$ cat src/rtl/mbed_frame_packer_pkg.sv
// Shared definitions for the MBED frame packer: FSM state encoding,
// parameter defaults and the sample-word helper.
package mbed_frame_packer_pkg;

  // Frame sequencer states, in transmit order.
  typedef enum logic [2:0] {
    IDLE = 3'd0,
    HDR  = 3'd1,
    SEQ  = 3'd2,
    DATA = 3'd3,
    CSUM = 3'd4
  } state_t;

  localparam int          FRAME_LEN_DEF = 64;
  localparam logic [15:0] SYNC_WORD_DEF = 16'hA5A5;
  localparam int          CNT_W         = 10;

  // ADC words are sent right-shifted by one with a zero MSB.
  function automatic logic [15:0] shift_sample(input logic [15:0] w);
    return w >> 1;
  endfunction

endpackage

$ cat src/rtl/mbed_frame_packer_rise_edge_det.sv
// One-bit rising-edge detector: a single history register, pulse when the
// input is high now and was low on the previous clock.
module rise_edge_det (
  input  logic clk,
  input  logic rst_n,
  input  logic d,
  output logic rise
);

  logic prev_r;

  // Remember the input level from the previous clock.
  always_ff @(posedge clk or negedge rst_n) begin
    if (!rst_n) begin
      prev_r <= 1'b0;
    end else begin
      prev_r <= d;
    end
  end

  assign rise = d & ~prev_r;

endmodule

$ cat src/rtl/mbed_frame_packer.sv
// Frame packer: pulls ADC samples from a show-ahead FIFO and feeds an SPI
// master one word at a time as SYNC, sequence number, FRAME_LEN samples
// and a 16-bit additive checksum of the transmitted samples.
module mbed_frame_packer
  import mbed_frame_packer_pkg::*;
#(
  parameter int          FRAME_LEN = FRAME_LEN_DEF,
  parameter logic [15:0] SYNC_WORD = SYNC_WORD_DEF
) (
  input  logic        SYS_CLK,
  input  logic        reset_n,
  input  logic        enable,
  input  logic        mbed_rdy,
  input  logic        fifo_empty,
  input  logic [15:0] fifo_dout,
  output logic        fifo_rd,
  input  logic        spi_fin,
  output logic        spi_ena,
  output logic [15:0] spi_data,
  output logic        frame_active,
  output logic [15:0] frame_count
);

  // Counter value at which the final sample of the frame is being loaded.
  localparam logic [CNT_W-1:0] LAST_IDX = CNT_W'(FRAME_LEN - 1);

  state_t             state_r,        state_s;
  logic               spi_ena_r,      spi_ena_s;
  logic [15:0]        spi_data_r,     spi_data_s;
  logic               fifo_rd_r,      fifo_rd_s;
  logic               frame_active_r, frame_active_s;
  logic [15:0]        frame_count_r,  frame_count_s;
  logic [CNT_W-1:0]   sample_cnt_r,   sample_cnt_s;
  logic               last_r,         last_s;
  logic               load_pend_r,    load_pend_s;
  logic [15:0]        csum_r,         csum_s;

  logic               fin_rise_s;
  logic               fin_evt_s;
  logic               load_pt_s;
  logic [15:0]        sample_s;

  rise_edge_det u_fin_det (
    .clk   (SYS_CLK),
    .rst_n (reset_n),
    .d     (spi_fin),
    .rise  (fin_rise_s)
  );

  // A finish edge only counts while a word is actually in flight.
  assign fin_evt_s = fin_rise_s & spi_ena_r;
  assign sample_s  = shift_sample(fifo_dout);

  // Next-state, handshake, sample load and checksum logic.
  always_comb begin
    state_s        = state_r;
    spi_ena_s      = spi_ena_r;
    spi_data_s     = spi_data_r;
    fifo_rd_s      = 1'b0;
    frame_active_s = frame_active_r;
    frame_count_s  = frame_count_r;
    sample_cnt_s   = sample_cnt_r;
    last_s         = last_r;
    load_pend_s    = load_pend_r;
    csum_s         = csum_r;
    load_pt_s      = 1'b0;

    if (!enable) begin
      // Abort: drop the partial frame, keep the completed-frame count.
      state_s        = IDLE;
      spi_ena_s      = 1'b0;
      load_pend_s    = 1'b0;
      frame_active_s = 1'b0;
      sample_cnt_s   = {CNT_W{1'b0}};
      last_s         = 1'b0;
      csum_s         = 16'h0000;
    end else begin
      // spi_ena rises the cycle after a load and falls after a finish edge,
      // which guarantees at least one low cycle between words.
      if (load_pend_r) begin
        spi_ena_s   = 1'b1;
        load_pend_s = 1'b0;
      end else if (fin_evt_s) begin
        spi_ena_s = 1'b0;
      end else begin
        spi_ena_s = spi_ena_r;
      end

      case (state_r)
        IDLE: begin
          if (mbed_rdy && !fifo_empty) begin
            state_s        = HDR;
            spi_data_s     = SYNC_WORD;
            load_pend_s    = 1'b1;
            frame_active_s = 1'b1;
            sample_cnt_s   = {CNT_W{1'b0}};
            last_s         = 1'b0;
            csum_s         = 16'h0000;
          end else begin
            state_s = IDLE;
          end
        end
        HDR: begin
          if (fin_evt_s) begin
            state_s     = SEQ;
            spi_data_s  = frame_count_r;
            load_pend_s = 1'b1;
          end else begin
            state_s = HDR;
          end
        end
        SEQ: begin
          if (fin_evt_s) begin
            state_s = DATA;
          end else begin
            state_s = SEQ;
          end
        end
        DATA: begin
          if (fin_evt_s && last_r) begin
            state_s     = CSUM;
            spi_data_s  = csum_r;
            load_pend_s = 1'b1;
          end else begin
            state_s = DATA;
          end
        end
        CSUM: begin
          if (fin_evt_s) begin
            state_s        = IDLE;
            frame_count_s  = frame_count_r + 16'd1;
            frame_active_s = 1'b0;
          end else begin
            state_s = CSUM;
          end
        end
        default: begin
          state_s = IDLE;
        end
      endcase

      // A sample is due right after the sequence word, after each
      // non-final sample, or while stalled on an empty FIFO.
      load_pt_s = ((state_r == SEQ) && fin_evt_s) ||
                  ((state_r == DATA) && !last_r &&
                   (fin_evt_s || (!spi_ena_r && !load_pend_r)));

      if (load_pt_s && !fifo_empty) begin
        spi_data_s   = sample_s;
        fifo_rd_s    = 1'b1;
        load_pend_s  = 1'b1;
        csum_s       = csum_r + sample_s;
        sample_cnt_s = sample_cnt_r + CNT_W'(1);
        last_s       = (sample_cnt_r == LAST_IDX);
      end else begin
        fifo_rd_s = 1'b0;
      end
    end
  end

  // State and output registers; everything clears on reset.
  always_ff @(posedge SYS_CLK or negedge reset_n) begin
    if (!reset_n) begin
      state_r        <= IDLE;
      spi_ena_r      <= 1'b0;
      spi_data_r     <= 16'h0000;
      fifo_rd_r      <= 1'b0;
      frame_active_r <= 1'b0;
      frame_count_r  <= 16'h0000;
      sample_cnt_r   <= {CNT_W{1'b0}};
      last_r         <= 1'b0;
      load_pend_r    <= 1'b0;
      csum_r         <= 16'h0000;
    end else begin
      state_r        <= state_s;
      spi_ena_r      <= spi_ena_s;
      spi_data_r     <= spi_data_s;
      fifo_rd_r      <= fifo_rd_s;
      frame_active_r <= frame_active_s;
      frame_count_r  <= frame_count_s;
      sample_cnt_r   <= sample_cnt_s;
      last_r         <= last_s;
      load_pend_r    <= load_pend_s;
      csum_r         <= csum_s;
    end
  end

  assign spi_ena      = spi_ena_r;
  assign spi_data     = spi_data_r;
  assign fifo_rd      = fifo_rd_r;
  assign frame_active = frame_active_r;
  assign frame_count  = frame_count_r;

endmodule

$ cat config.mk
export PLATFORM = sky130hd
export DESIGN_NAME = mbed_frame_packer
export DESIGN_NICKNAME = d
export VERILOG_FILES = /design/src/rtl/mbed_frame_packer_pkg.sv /design/src/rtl/mbed_frame_packer_rise_edge_det.sv /design/src/rtl/mbed_frame_packer.sv
export SDC_FILE = /design/constraint.sdc
export NUM_CORES = 1
export LEC_CHECK = 0
export ABC_CLOCK_PERIOD_IN_PS = 2250
export BUFFER_PORTS_ARGS = -buffer_cell sky130_fd_sc_hd__buf_4
export CAP_MARGIN = 20
export CORE_MARGIN = 4
export CORE_UTILIZATION = 40
export CTS_CLUSTER_DIAMETER = 60
export DETAILED_ROUTE_END_ITERATION = 10
export PLACE_DENSITY_LB_ADDON = 0.1
export SYNTH_ARGS = -nofsm -noshare
export SYNTH_HDL_FRONTEND = slang
export SYNTH_SLANG_ARGS = --single-unit
$ cat constraint.sdc
create_clock -name SYS_CLK -period 2.25 [get_ports SYS_CLK]
set_input_delay 0.1125 -clock SYS_CLK [delete_from_list [all_inputs] [get_ports SYS_CLK]]
set_output_delay 0.1125 -clock SYS_CLK [all_outputs]
set_load 0.01 [all_outputs]
# After elaboration in Yosys (flattened, before gate mapping)
# Cells that the tools add are included.
word_totals:
  regBits: 67
  inputBits: 22
  out_inout_bits: 35
  word_cells: 88
op_classes:
  addsub: 3
  n_eq_ne: 14
  muxes: 38
  n_bitwise: 3
  reduce_logical: 19
op_table:
  columns: ["cell", "count"]
  rows:
  - ["16-bit 2-to-1 mux", 8]
  - ["16-bit one-hot mux with 3 select lines", 1]
  - ["10-bit 2-to-1 mux", 4]
  - ["1-bit 2-to-1 mux", 18]
  - ["16-bit by 1-bit adder with 16-bit output, second input constant", 1]
  - ["16-bit by 15-bit adder with 16-bit output", 1]
  - ["3-bit one-hot mux with 5 select lines", 1]
  - ["3-bit by 1-bit inequality test with 1-bit output, second input constant", 4]
  - ["3-bit inequality test, second input constant", 4]
  - ["10-bit by 1-bit adder with 10-bit output, second input constant", 1]
  - ["10-bit by 6-bit == test with 1-bit output, second input constant", 1]
  - ["3-bit 2-to-1 mux", 3]
  - ["1-bit logical AND", 7]
  - ["3-bit by 2-bit == test with 1-bit output, second input constant", 2]
  - ["3-bit AND reduction", 2]
  - ["5-bit AND reduction", 1]
  - ["1-bit logical NOT", 4]
  - ["4-bit nonzero test", 1]
  - ["3-bit by 1-bit == test with 1-bit output, second input constant", 1]
  - ["3-bit == test, second input constant", 1]
  - ["3-bit logical NOT", 1]
  - ["3-bit by 2-bit inequality test with 1-bit output, second input constant", 1]
  - ["1-bit one-hot mux with 3 select lines", 1]
  - ["1-bit bitwise AND", 2]
  - ["5 further kinds", 6]

# Logic depth before layout (Yosys ltp)
logic_depth:
  ltp_word: 9
  mapped_depth: 9

# Hierarchy
# From an unflattened synthesis, not the netlist that was laid out.
hier_totals:
  hier_cells: 410
  hier_area_um2: 3948.8
by_module_without_submodules:
  columns: ["mod", "instances", "cells_per_inst", "area_each_um2", "seq_area_each_um2"]
  rows:
  - ["mbed_frame_packer", 1, 408, 3910.0, 1651.6]
  - ["rise_edge_det", 1, 2, 38.8, 25.0]

# Worst setup path after synthesis
# No wires, ideal clock.
synth_path:
  path_type: "register -> register"
  start: "register csum_r[0]"
  end: "register csum_r[12]"
  setup_time_ns: 0.122
  arrival_ns: 1.999
  required_time_ns: 2.128
  slack_ns: 0.129
  path_stages_with_launch: 10
  path_buffers: 0
  period_less_slack_ns: 2.121
  path_cell_list: "dfrtp_1 -> ha_1 -> inv_1 -> fa_1 -> nor2b_1 -> o2111ai_1 -> a21oi_1 -> o311ai_0 -> a21o_1 -> a32o_1"
synth_between:
  elab_chain_len: 3
synth_lines:
  columns: ["item", "line", "source"]
  rows:
  - ["start: declaration", "mbed_frame_packer.sv:36", "logic [15:0] csum_r, csum_s;"]
  - ["start signal: assignment", "mbed_frame_packer.sv:184", "csum_r <= csum_s;"]
  - ["16-bit by 15-bit adder with 16-bit output", "mbed_frame_packer.sv:152", "csum_s = csum_r + sample_s;"]
  - ["16-bit 2-to-1 mux", "mbed_frame_packer.sv:148", "if (load_pt_s && !fifo_empty) begin"]
  - ["16-bit 2-to-1 mux", "mbed_frame_packer.sv:68", "if (!enable) begin"]
# No other way between the ends.
# A chain may end at the register's enable or synchronous reset.

# Worst setup path after layout
layout_path:
  start: "register csum_r[2]"
  end: "register csum_r[15]"
# The elaborated chain is that of the path after synthesis.

==> results.json <==
{
  "htreeDepth": 3,
  "finalHoldViolations": 0,
  "post_drt_wl_per_cell_um": 17.0,
  "firstDrtPassIters": 4,
  "synth-edff-count": 0,
  "antenna_found_initial": 0,
  "synthArstFlopShare_pct": 100,
  "worstPathArrival_ps": 2450,
  "synth_area_mm2": 0.00372,
  "fin_ws_ps": 62.6,
  "r2r_end": "csum_r[15]$_DFFE_PN0P_",
  "grt_usage_pct": 18.3,
  "layout-drive-gt1-share_pct": 25.1,
  "rsz0062_at_grt": "yes",
  "synthSimpleGateAreaFrac_pct": 17.4,
  "holdCritPathClass": "in -> reg",
  "vdd_drop_max_uv": 297,
  "whs_ps": 26.8,
  "ys_seq_elements": 67,
  "ys_warn_count": 0,
  "cts.reportedPaths.clkPinSlew_ps": 80,
  "dieArea_mm2": 0.0109,
  "layout_commonest_cell": "buf_4",
  "core_area_mm2": 0.00889,
  "synthCells": 384,
  "fin_crit_ps": 2190,
  "yosys.area_share.adder_pct": 6.25,
  "start_util_pct": 41.9,
  "ioPinCount": 57,
  "cts_buffers": 9,
  "max_cap_viol_count": 0,
  "r2r_slack_ps": 60,
  "worst_slew_pin_slew_ps": 875,
  "syn_avg_cell_area_um2": 9.70,
  "synth_top_family_by_area": "compound AO/OA/AOI/OAI gates",
  "num_rows": 34,
  "max_stage_delay_ps": 450,
  "fmax_mhz": 457,
  "io_buffers": 55,
  "start_kind": "flop",
  "grt_pass1_vias": 3137,
  "required_ps": 2510,
  "status": "finished clean",
  "synth_compound_area_share_pct": 20.4,
  "fillers": 825,
  "syn-num-nets": 424,
  "crit_family": "compound AO/OA/AOI/OAI gates",
  "final_nets": 502,
  "hold_depth": 3,
  "ys_seq_area_share_pct": 45.0,
  "mostFrequentLayoutCells": "77 x buf_4, 67 x dfrtp_1, 37 x nand2_1",
  "postPlaceCellArea_mm2": 0.00437,
  "fin_area_mm2": 0.00470,
  "syn2layout_area_growth_pct": 26.2,
  "dp_slack_ps": -61.8,
  "cts_tree": "done",
  "cp-end-kind": "flop",
  "cp_cell_sequence": "ha_4 -> o211ai_1 -> o211a_1 -> o41ai_4 -> a221oi_2 -> or3_1 -> o21ai_1",
  "grt_pass1_wl_um": 16100,
  "cp_max_fo": 4,
  "cts_num_sinks": 67,
  "finalClockSkew_ps": 8.60,
  "setup_viol": 0,
  "rr_startpoint": "csum_r[2]$_DFFE_PN0P_",
  "clk_latency_ps": 340,
  "finish.utilization_pct": 52.8,
  "post-route-drc-count": 0,
  "p_leak_nw": 2.15,
  "cts_buffer_depth": 2,
  "grt_overflow": 0,
  "via_count": 3194,
  "grt_start_max_net_pins": 68,
  "die_x_um": 104,
  "clockRootBuffer": "clkbuf_8",
  "yosysUniqueCellTypes": 54,
  "p_per_area_mw_per_mm2": 539,
  "holdPathEnd": "spi_data[11]$_DFFE_PN0P_",
  "crit_slowest_cell": "o41ai_4",
  "hold_start": "fifo_dout[12]",
  "finalMaxSlewViolations": 0,
  "vias_per_cell": 5.55,
  "path_class": "reg -> reg",
  "power.total_w": 0.00253,
  "drt_iter0_markers": 136,
  "synth_flop_cell": "dfrtp_1",
  "hpwl_um": 6820,
  "diodes": 0,
  "slew_headroom_pct": 41.7,
  "finalCritPeriodShare_pct": 97.2,
  "r2r_cells": 7,
  "synthXorXnorAreaFrac_pct": 6.12,
  "gp_congestion": 0.851,
  "crit_buf_inv": 0,
  "muxShareOfSynthArea_pct": 2.42,
  "die_h_um": 104,
  "final_antenna_net_count": 0,
  "drt-total-wl_um": 9760
}
-- registers in the layout, summed over array words and instances, names as in the netlist --
name / count
spi_data: 16
frame_active: 1
spi_ena: 1
load_pend_r: 1
state_r: 3
fifo_rd: 1
csum_r: 16
frame_count: 16
sample_cnt_r: 10
u_fin_det.prev_r: 1
last_r: 1
-- worst max path at each step --
stage | end | from | cells after the start
after global routing | csum_r[12]$_DFFE_PN0P_ | csum_r[0]$_DFFE_PN0P_ | 9
after CTS | csum_r[14]$_DFFE_PN0P_ | csum_r[0]$_DFFE_PN0P_ | 9
after global placement | csum_r[12]$_DFFE_PN0P_ | csum_r[0]$_DFFE_PN0P_ | 9
after floorplan | csum_r[12]$_DFFE_PN0P_ | csum_r[0]$_DFFE_PN0P_ | 9
final | csum_r[15]$_DFFE_PN0P_ | csum_r[2]$_DFFE_PN0P_ | 7
after detailed placement | csum_r[12]$_DFFE_PN0P_ | csum_r[0]$_DFFE_PN0P_ | 9
-- cells by family (layout without fill, tap and decap cells) --
| group | Yosys count | count (layout) |
|---|---|---|
| fa+ha+maj | 18 | 18 |
| buf+inv | 21 | 104 |
| xor+xnor | 26 | 26 |
| simple gates | 126 | 126 |
| compound gates | 117 | 117 |
| flops | 67 | 67 |
| mux | 9 | 9 |
-- final cells by class --
| class | count | area, um^2 | area share (%) |
|---|---|---|---|
| clock buffer | 11 | 141 | 3.01 |
| sequential | 67 | 1680 | 35.7 |
| timing repair buffer | 79 | 598 | 12.7 |
| inverter | 9 | 33.8 | 0.719 |
| tap | 108 | 135 | 2.88 |
| clock inverter | 5 | 52.6 | 1.12 |
| multi-input combinational | 296 | 2060 | 43.9 |
-- cell usage after synthesis (all sizes together) (2+ instances only) --
library cell  number  share of area, %
a21oi             18               2.4
inv                9              0.91
a221oi             3               1.2
nand3             18               2.4
o211ai             2              0.40
and3               7               1.2
mux2i              9               2.4
dfrtp             67                45
nor4               2              0.67
a22o               3              0.71
o22ai              8               1.3
o211a              2              0.54
nand4              6               1.0
and4               2              0.47
nor2              26               2.8
nor3b              2              0.40
nor3               4              0.84
ha                17               5.7
nor2b              9               1.5
o21bai             2              0.40
a211oi             8               1.6
xor2               7               1.6
xnor2             19               4.5
nand2b             6               1.0
a32o               2              0.54
a21o               5               1.0
a31oi              5              0.84
a21boi             2              0.40
clkbuf             6              0.60
o21ai             44               6.0
a22oi              8               1.6
nand2             38               3.9
buf                6              0.84
-- repair_timing --
item | CTS | global route
setup endpoints to repair | 3 | 4
hold buffers | 2 | 0
buffers inserted | 0 | 2
pin swaps | 2 | 11
resized for setup | 5 | 15
endpoints found under the hold margin | 68 | 0
-- power by group --
part	leakage (nW)	switching, W	internal, W	total, W
registers	0.900	0.0000207	0.00124	0.00126
clock network	0.0991	0.000473	0.000537	0.00101
logic	1.15	0.000147	0.000118	0.000265
-- stage by stage --
step           instances  TNS [ps]
3_3_place_gp         555     -58.9
6_report             575         0
2_1_floorplan        384         0
3_5_place_dp         555      -153
5_1_grt              575     -99.6
4_1_cts              573         0
-- per-layer routing --
metal / wire length [um] / part of all wire [%] / up-vias / track usage [%]
li1: - / - / 1556 / -
met1: 4630 / 47 / 1535 / 25.9
met2: 4530 / 46 / 90 / 28.4
met3: 436 / 4.5 / 13 / 2.92
met4: 156 / 1.6 / 0 / 6.46
met5: 0 / 0 / - / 0
-- worst register-to-register path, stage by stage (launching register included) --
cell,delay [ps]
dfrtp_1,430
ha_4,310
o211ai_1,100
o211a_1,290
o41ai_4,450
a221oi_2,120
or3_1,320
o21ai_1,100
(Power assumes the default switching activity.)
